## config.mk

```make
export PLATFORM = sky130hd
export DESIGN_NAME = axi_burst_manager
export DESIGN_NICKNAME = d
export VERILOG_FILES = /design/src/rtl/axi_pkg.sv /design/src/rtl/axi_burst_manager.sv
export SDC_FILE = /design/constraint.sdc
export NUM_CORES = 1
export LEC_CHECK = 0
export ABC_AREA = 1
export CAP_MARGIN = 5
export CORE_AREA = 2 2 170 172
export DETAILED_ROUTE_END_ITERATION = 8
export DIE_AREA = 0 0 172 174
export GPL_TIMING_DRIVEN = 0
export SKIP_LAST_GASP = 1
export SYNTH_ARGS = -nofsm -noshare
export SYNTH_HDL_FRONTEND = slang
export SYNTH_SLANG_ARGS = --single-unit
```

## constraint.sdc

```tcl
create_clock -name clk -period 1.9 [get_ports clk]
set_input_delay 0.38 -clock clk [delete_from_list [all_inputs] [get_ports clk]]
set_output_delay 0.38 -clock clk [all_outputs]
set_load 0.01 [all_outputs]
```

## src/rtl/axi_pkg.sv

```systemverilog
// Shared types and constants for the AXI burst manager.
package axi_pkg;

    localparam int unsigned ID_W   = 2;
    localparam int unsigned ADDR_W = 32;
    localparam int unsigned LEN_W  = 8;
    localparam int unsigned DATA_W = 64;
    localparam int unsigned STRB_W = DATA_W / 8;
    // One extra bit so a 256-beat burst never wraps before the last-beat compare.
    localparam int unsigned CNT_W  = LEN_W + 1;

    localparam logic [1:0] OKAY   = 2'b00;
    localparam logic [1:0] EXOKAY = 2'b01;
    localparam logic [1:0] SLVERR = 2'b10;
    localparam logic [1:0] DECERR = 2'b11;

    localparam logic [1:0] BURST_INCR = 2'b01;
    localparam logic [2:0] SIZE_8B    = 3'd3;

    typedef enum logic [2:0] {
        ST_IDLE = 3'd0,
        ST_AR   = 3'd1,
        ST_R    = 3'd2,
        ST_AW   = 3'd3,
        ST_W    = 3'd4,
        ST_B    = 3'd5
    } state_e;

    // Captured command fields that drive the address channels.
    typedef struct packed {
        logic [ID_W-1:0]   id;
        logic [ADDR_W-1:0] addr;
        logic [LEN_W-1:0]  len;
    } cmd_t;

    // Worst-case response ordering is plain unsigned magnitude.
    function automatic logic [1:0] resp_max(input logic [1:0] a, input logic [1:0] b);
        return (a > b) ? a : b;
    endfunction

endpackage

```

## src/rtl/axi_burst_manager.sv

```systemverilog
// Single-outstanding AXI4 manager: command/stream interface to INCR bursts of 64-bit beats.
module axi_burst_manager
    import axi_pkg::*;
#(
    parameter logic [2:0] AXSIZE  = SIZE_8B,
    parameter logic [1:0] AXBURST = BURST_INCR
) (
    input  logic              clk,
    input  logic              n_rst,
    // command interface
    input  logic              cmd_valid,
    output logic              cmd_ready,
    input  logic              cmd_write,
    input  logic [ID_W-1:0]   cmd_id,
    input  logic [ADDR_W-1:0] cmd_addr,
    input  logic [LEN_W-1:0]  cmd_len,
    // write stream
    input  logic [DATA_W-1:0] wr_data,
    input  logic              wr_valid,
    output logic              wr_ready,
    // read stream
    output logic [DATA_W-1:0] rd_data,
    output logic              rd_valid,
    output logic              rd_last,
    input  logic              rd_ready,
    // completion
    output logic              done,
    output logic [1:0]        done_resp,
    output logic              done_err,
    // AR
    output logic [ID_W-1:0]   ARID,
    output logic [ADDR_W-1:0] ARADDR,
    output logic [LEN_W-1:0]  ARLEN,
    output logic [2:0]        ARSIZE,
    output logic [1:0]        ARBURST,
    output logic              ARVALID,
    input  logic              ARREADY,
    // R
    input  logic [ID_W-1:0]   RID,
    input  logic [DATA_W-1:0] RDATA,
    input  logic [1:0]        RRESP,
    input  logic              RLAST,
    input  logic              RVALID,
    output logic              RREADY,
    // AW
    output logic [ID_W-1:0]   AWID,
    output logic [ADDR_W-1:0] AWADDR,
    output logic [LEN_W-1:0]  AWLEN,
    output logic [2:0]        AWSIZE,
    output logic [1:0]        AWBURST,
    output logic              AWVALID,
    input  logic              AWREADY,
    // W
    output logic [DATA_W-1:0] WDATA,
    output logic [STRB_W-1:0] WSTRB,
    output logic              WLAST,
    output logic              WVALID,
    input  logic              WREADY,
    // B
    input  logic [ID_W-1:0]   BID,
    input  logic [1:0]        BRESP,
    input  logic              BVALID,
    output logic              BREADY
);

    state_e           state_q, state_d;
    cmd_t             cmd_q, cmd_d;
    logic [CNT_W-1:0] cnt_q, cnt_d;
    logic [1:0]       resp_q, resp_d;
    logic             err_q, err_d;
    logic             done_q, done_d;
    logic [1:0]       done_resp_q, done_resp_d;
    logic             done_err_q, done_err_d;

    logic             at_last;
    logic             r_hs;
    logic             w_hs;
    logic             r_beat_err;

    // Beat position and handshake decode shared by the FSM and datapath.
    always_comb begin
        at_last    = (cnt_q == CNT_W'(cmd_q.len));
        r_hs       = (state_q == ST_R) && RVALID && rd_ready;
        w_hs       = (state_q == ST_W) && wr_valid && WREADY;
        r_beat_err = (RID != cmd_q.id) || (RLAST != at_last);
    end

    // State register.
    always_ff @(posedge clk or negedge n_rst) begin
        if (!n_rst) begin
            state_q <= ST_IDLE;
        end else begin
            state_q <= state_d;
        end
    end

    // Next-state logic; reads end only on the RLAST handshake, writes on the WLAST handshake.
    always_comb begin
        state_d = state_q;
        case (state_q)
            ST_IDLE: if (cmd_valid) state_d = cmd_write ? ST_AW : ST_AR;
            ST_AR:   if (ARREADY) state_d = ST_R;
            ST_R:    if (r_hs && RLAST) state_d = ST_IDLE;
            ST_AW:   if (AWREADY) state_d = ST_W;
            ST_W:    if (w_hs && at_last) state_d = ST_B;
            ST_B:    if (BVALID) state_d = ST_IDLE;
            default: state_d = ST_IDLE;
        endcase
    end

    // Channel handshake outputs; stream signals pass straight through in their data state.
    always_comb begin
        cmd_ready = 1'b0;
        ARVALID   = 1'b0;
        AWVALID   = 1'b0;
        RREADY    = 1'b0;
        rd_valid  = 1'b0;
        rd_last   = 1'b0;
        WVALID    = 1'b0;
        wr_ready  = 1'b0;
        WLAST     = 1'b0;
        BREADY    = 1'b0;
        case (state_q)
            ST_IDLE: cmd_ready = 1'b1;
            ST_AR:   ARVALID   = 1'b1;
            ST_R: begin
                RREADY   = rd_ready;
                rd_valid = RVALID;
                rd_last  = RLAST;
            end
            ST_AW:   AWVALID   = 1'b1;
            ST_W: begin
                WVALID   = wr_valid;
                wr_ready = WREADY;
                WLAST    = at_last;
            end
            ST_B:    BREADY    = 1'b1;
            default: cmd_ready = 1'b0;
        endcase
    end

    // Address-channel fields are static for the whole burst.
    assign ARID    = cmd_q.id;
    assign ARADDR  = cmd_q.addr;
    assign ARLEN   = cmd_q.len;
    assign ARSIZE  = AXSIZE;
    assign ARBURST = AXBURST;
    assign AWID    = cmd_q.id;
    assign AWADDR  = cmd_q.addr;
    assign AWLEN   = cmd_q.len;
    assign AWSIZE  = AXSIZE;
    assign AWBURST = AXBURST;
    assign WDATA   = wr_data;
    assign WSTRB   = '1;
    assign rd_data = RDATA;

    assign done      = done_q;
    assign done_resp = done_resp_q;
    assign done_err  = done_err_q;

    // Command capture, beat counter, response/error accumulation and completion report.
    always_comb begin
        cmd_d       = cmd_q;
        cnt_d       = cnt_q;
        resp_d      = resp_q;
        err_d       = err_q;
        done_d      = 1'b0;
        done_resp_d = done_resp_q;
        done_err_d  = done_err_q;
        case (state_q)
            ST_IDLE: begin
                if (cmd_valid) begin
                    cmd_d       = '{id: cmd_id, addr: cmd_addr, len: cmd_len};
                    cnt_d       = '0;
                    resp_d      = OKAY;
                    err_d       = 1'b0;
                    done_resp_d = OKAY;
                    done_err_d  = 1'b0;
                end
            end
            ST_R: begin
                if (r_hs) begin
                    cnt_d  = cnt_q + CNT_W'(1);
                    resp_d = resp_max(resp_q, RRESP);
                    err_d  = err_q | r_beat_err;
                    if (RLAST) begin
                        done_d      = 1'b1;
                        done_resp_d = resp_max(resp_q, RRESP);
                        done_err_d  = err_q | r_beat_err;
                    end
                end
            end
            ST_W: begin
                if (w_hs) cnt_d = cnt_q + CNT_W'(1);
            end
            ST_B: begin
                if (BVALID) begin
                    resp_d      = BRESP;
                    err_d       = err_q | (BID != cmd_q.id);
                    done_d      = 1'b1;
                    done_resp_d = BRESP;
                    done_err_d  = err_q | (BID != cmd_q.id);
                end
            end
            default: done_d = 1'b0;
        endcase
    end

    // Datapath registers.
    always_ff @(posedge clk or negedge n_rst) begin
        if (!n_rst) begin
            cmd_q       <= '0;
            cnt_q       <= '0;
            resp_q      <= OKAY;
            err_q       <= 1'b0;
            done_q      <= 1'b0;
            done_resp_q <= OKAY;
            done_err_q  <= 1'b0;
        end else begin
            cmd_q       <= cmd_d;
            cnt_q       <= cnt_d;
            resp_q      <= resp_d;
            err_q       <= err_d;
            done_q      <= done_d;
            done_resp_q <= done_resp_d;
            done_err_q  <= done_err_d;
        end
    end

endmodule

```

* Word level (Yosys, flattened, before mapping)
Index checks and enable logic that the tools add are counted.
Operators by class: multiplexer cells 41, reductions and logical operators 15, bitwise gates (word level) 2, $lt $le $gt $ge 1, eq/ne operators 18, add/subtract/negate cells 1
Operators by type and width (number):
- 9-bit two-way mux | 3
- 9-bit case mux with 3 select lines | 1
- 1-bit two-way mux | 18
- 3-bit two-way mux | 6
- 3-bit case mux with 6 select lines | 1
- 2-bit two-way mux | 7
- 2-bit != test (second input constant) | 7
- 2-bit case mux with 3 select lines | 2
- 9-bit by 1-bit adder with 9-bit output (second input constant) | 1
- 9-bit by 8-bit == test with 1-bit output | 1
- 4-bit AND reduction | 2
- 3-bit by 2-bit == test with 1-bit output (second input constant) | 2
- 3-bit == test (second input constant) | 2
- 1-bit logical AND | 6
- 1-bit case mux with 3 select lines | 2
- 6-bit AND reduction | 1
- 3-bit nonzero test | 2
- 5-bit AND reduction | 1
- 2-bit by 1-bit != test with 1-bit output (second input constant) | 2
- 2-bit != test | 2
- 3-bit by 1-bit == test with 1-bit output (second input constant) | 1
- 3-bit zero test | 1
- 2-bit greater-than comparator | 1
- 1-bit OR | 2
- 4 further kinds | 4
Word-level totals: register bits 61, logic and storage cells 88, input port bits 190, output and inout bits 244

* Longest topological paths before layout
depth in word-level cells 7, gate-level depth with buffers 13, gate-level depth less buffers 13

* Worst setup path after synthesis
Ideal clock, no wire load.
path type register to register, from reg state_q[0], to reg cnt_q[4], arrival 1.386 ns, period minus slack after synthesis 1.510 ns, setup time 0.125 ns, path slack 0.390 ns, required time 1.775 ns, stages on the path, launching flop included 11, path buffers 1, cells stage by stage dfrtp_1 inv_2 nand2_2 nor2_2 nand2_2 and2_4 nand2_2 buf_6 nor2_1 nor2_1 nor3_2
On the way: cells in the longest elaborated chain, start to end 5, elaborated cells between the ends (all ways) 13, those cells by class eq/ne: 5; mux: 1; reduce/logical: 7
RTL lines:
- start: declaration | line axi_burst_manager.sv:66 | state_e state_q, state_d;
- start signal: assignment | line axi_burst_manager.sv:93 | state_q <= state_d;
- 3-bit == test / 3-bit by 2-bit == test with 1-bit output (equally long branches) | line axi_burst_manager.sv:84, axi_burst_manager.sv:170, axi_burst_manager.sv:83
- 1-bit logical AND (on tied branches) (2 in series) | line axi_burst_manager.sv:84, axi_burst_manager.sv:83
- 2-bit != test (no source line)
- 4-bit AND reduction (no source line)
- end signal: assignment | line axi_burst_manager.sv:221 | cnt_q <= cnt_d;
- end: declaration | line axi_burst_manager.sv:68 | logic [CNT_W-1:0] cnt_q, cnt_d;
Several ways; a longest one is shown, not always the timed one. A chain may end at the register's enable or synchronous reset.

* Worst setup path after layout
from reg cnt_q[7], to out WLAST
On the way: cells in the longest elaborated chain, start to end 2
RTL lines:
- 9-bit by 8-bit == test with 1-bit output | line axi_burst_manager.sv:82 | at_last = (cnt_q == CNT_W'(cmd_q.len));
- 1-bit two-way mux | line axi_burst_manager.sv:123 | case (state_q)
- end: declaration | line axi_burst_manager.sv:56 | output logic WLAST,
Every way passes these cells.

==> results.json <==
{
  "antenna_found_initial": 0,
  "async_reset_ff_share_pct": 100,
  "place_ws_ps": -427,
  "gp_congestion": 0.790,
  "max_freq_mhz": 523,
  "path_clk_slew_ps": 60,
  "timing.final.crit_share_pct": 101,
  "irDropWorstVdd_v": 0.000402,
  "synth_compound_area_share_pct": 4.60,
  "yosysWarnings": 0,
  "cp-start-kind": "register",
  "crit_fanout": 4,
  "clk_path_buf_depth": 2,
  "hpwl_um": 13100,
  "drive_gt1_share_pct": 32.4,
  "grt_overflow": 0,
  "layout_setup_ws_ps": -13.3,
  "p_comb_share_pct": 52.8,
  "synthXorXnorAreaFrac_pct": 1.01,
  "skew_ps": 7.40,
  "avgSynthCellArea_sq_um": 7.71,
  "areaGrowthSynthToFinish_pct": 93.8,
  "powerDensity_nw_per_um2": 973,
  "core_sq_um": 28200,
  "ys_seq_area_share_pct": 35.3,
  "cp.required_ps": 1520,
  "nNetsFinal": 1094,
  "die_area_sq_um": 29900,
  "drt-initial-drc-count": 112,
  "grtUsageTotal_pct": 10.5,
  "slew_headroom_pct": 43.7,
  "synth_cells": 560,
  "cp-end-kind": "output port",
  "finalMaxSlewViolations": 0,
  "postLayoutCellArea_sq_um": 8370,
  "ios": 434,
  "drc": 0,
  "period_needed_ps": 1910,
  "ys_seq_elements": 61,
  "crit_type": "register to output port",
  "p_sw_uw": 3030,
  "worst_pin_slew_ps": 845,
  "status": "complete, but fails checks",
  "cp.arrival_ps": 1530,
  "yosys.area.top_type": "dfrtp_1",
  "clk_latency_ps": 340,
  "post_dp_cell_area_sq_um": 7730,
  "rsz0062_at_grt": "yes",
  "cts_max_level": 3,
  "synth_edf_count": 0,
  "die_x_um": 172,
  "synth_mux_area_share_pct": 0,
  "r2r_start": "state_q[2]",
  "cts_made_buffers": 9,
  "grt_pass1_wl_um": 23900,
  "synth_area_sq_um": 4320,
  "clkPwrFrac_pct": 21.5,
  "synth_top_area_share_pct": 35.3,
  "worstHoldPathType": "primary input to asynchronous set/reset pin",
  "wire_per_inst_um": 12.6,
  "seq_power_share_pct": 25.7,
  "synth_area_leaders": "dfrtp_1 35%, buf_4 33%, nand2_1 14%, inv_1 2.8%, nor2_1 1.8%",
  "switching_share_pct": 37.2,
  "synth_ff_type": "dfrtp_1",
  "synthSimpleGateAreaFrac_pct": 20.6,
  "p_leak_uw": 0.00404,
  "grt_pass1_vias": 4442,
  "cts_sinks": 61,
  "worstSetupStartpoint": "cnt_q[7]",
  "setup_viol": 1,
  "synth_top_family_by_area": "buffers and inverters",
  "drv_cap": 0,
  "wirelength_um": 16300,
  "postRouteAntennaNets": 0,
  "hold_violations": 0,
  "p_int_uw": 5120,
  "n_antenna_cell": 0,
  "ctsHoldBuffers": 0,
  "dr.pass1.iters": 4,
  "ys_types": 28,
  "violations": "negative setup slack",
  "row_count": 62,
  "io_buffers": 287,
  "cts-root-buf": "clkbuf_16",
  "viasPerCell": 3.42,
  "dieHeight_um": 174,
  "tritoncts": "done",
  "initial_core_util_pct": 15.3,
  "grt_max_degree": 62,
  "synth-adder-area-share_pct": 1.16,
  "num_vias": 4407
}
==> cell families after synthesis <==
group                    count (synthesis)
XOR/XNOR                                 5
AO/OA/AOI/OAI                           38
AND/OR/NAND/NOR                        214
other                                    2
buffers and inverters                  236
adder cells (fa/ha/maj)                  4
flip-flops                              61
==> layout make-up <==
cell class | instances | area, sq um
repair buffers | 313 | 3070
clock buffers | 10 | 239
well taps | 384 | 480
multi-input cells | 279 | 1370
fillers | 3017 | 19900
flip-flops and latches | 61 | 1540
inverters | 39 | 154
clock inverters | 6 | 71.3
plain buffers | 197 | 1460
==> metrics by stage <==
stage | TNS (ps) | total power, uW | util [%] | hold WS (ps) | std cells
6_report | -13.3 | 8140 | 29.7 | 151 | 1289
3_3_place_gp | -117730 | 5980 | 27.4 | 464 | 1247
2_1_floorplan | 0 | 4060 | - | 84.4 | 576
5_1_grt | -268 | 8760 | 29.7 | 220 | 1289
4_1_cts | -526 | 8040 | 29.0 | 179 | 1275
3_5_place_dp | -5260 | 6030 | 27.4 | 472 | 1247
==> timing repair <==
item	in CTS	in global routing
endpoints found under the setup margin	62	61
gates resized for setup	48	40
pin swaps	2	8
buffers inserted	12	13
gates cloned	0	1
==> power by group through the flow <==
stage	Clock, uW	Combinational, uW	Sequential [uW]
3_3_place_gp	0	3850	2130
4_1_cts	1830	4110	2100
3_5_place_dp	0	3890	2140
5_1_grt	1880	4720	2160
6_report	1750	4300	2090
2_1_floorplan	0	1940	2130
==> per-layer routing <==
layer	GRT usage [%]	vias to the layer above	share of wire [%]
met3	2.23	14	6.7
li1	-	2205	-
met5	0	-	0
met4	3.50	0	1.5
met1	12.6	1971	41
met2	18.5	217	51
==> flip-flops by register name, indices dropped and copies added (netlist names) <==
register   count
ARADDR        32
ARID           2
ARLEN          8
cnt_q          9
done           1
done_err       1
done_resp      2
err_q          1
resp_q         2
state_q        3
==> final timing paths <==
kind	cells past startpoint	end	slack, ps
min in group clk	2	done_resp[1]	470
worst max-delay path	9	WLAST	-10
worst max register to register	12	cnt_q[7]	70
worst min register to register	2	done_resp[1]	470
max in group asynchronous	1	ARID[0]	1150
worst min-delay path	1	ARLEN[5]	150
==> worst max-delay path, stage by stage, from the launching register on <==
cell and delay (ps):
dfrtp_1 390, inv_2 70, nand2_1 60, nand2_1 50, inv_1 60, nand3_2 80
nor2_4 170, nand2_4 80, nor2_1 90, buf_2 150
==> cell usage in the layout (no fill, tap or decap), types with 2 or more instances in the layout <==
cell / instances
o22ai_1: 3
nand3_2: 3
nand4_1: 4
inv_4: 3
clkinvlp_4: 2
dfrtp_2: 7
nand2_2: 3
o21ai_0: 14
nand2_1: 158
o21ai_1: 8
ha_1: 4
nor2_1: 13
buf_6: 9
clkdlybuf4s50_1: 272
nor3_2: 5
inv_1: 24
xnor2_1: 3
xor2_1: 2
nand3_1: 10
nor2_4: 8
nor3_1: 2
inv_2: 12
conb_1: 18
clkbuf_1: 2
buf_4: 209
dlygate4sd2_1: 6
buf_2: 8
clkbuf_16: 9
nand2_4: 4
a21oi_1: 10
clkinv_4: 2
dfrtp_1: 54
==> cell usage after synthesis, types with 4 or more instances <==
library cell,count
inv_1,32
nand2_1,160
nor3_2,4
nand2_2,5
nor2_1,21
a21oi_1,11
nand3_1,13
ha_1,4
buf_4,188
nor3_1,4
dfrtp_1,61
buf_2,5
o21ai_1,7
nand4_1,4
inv_2,7
o21ai_0,15
Power figures use the tool's default switching activity.
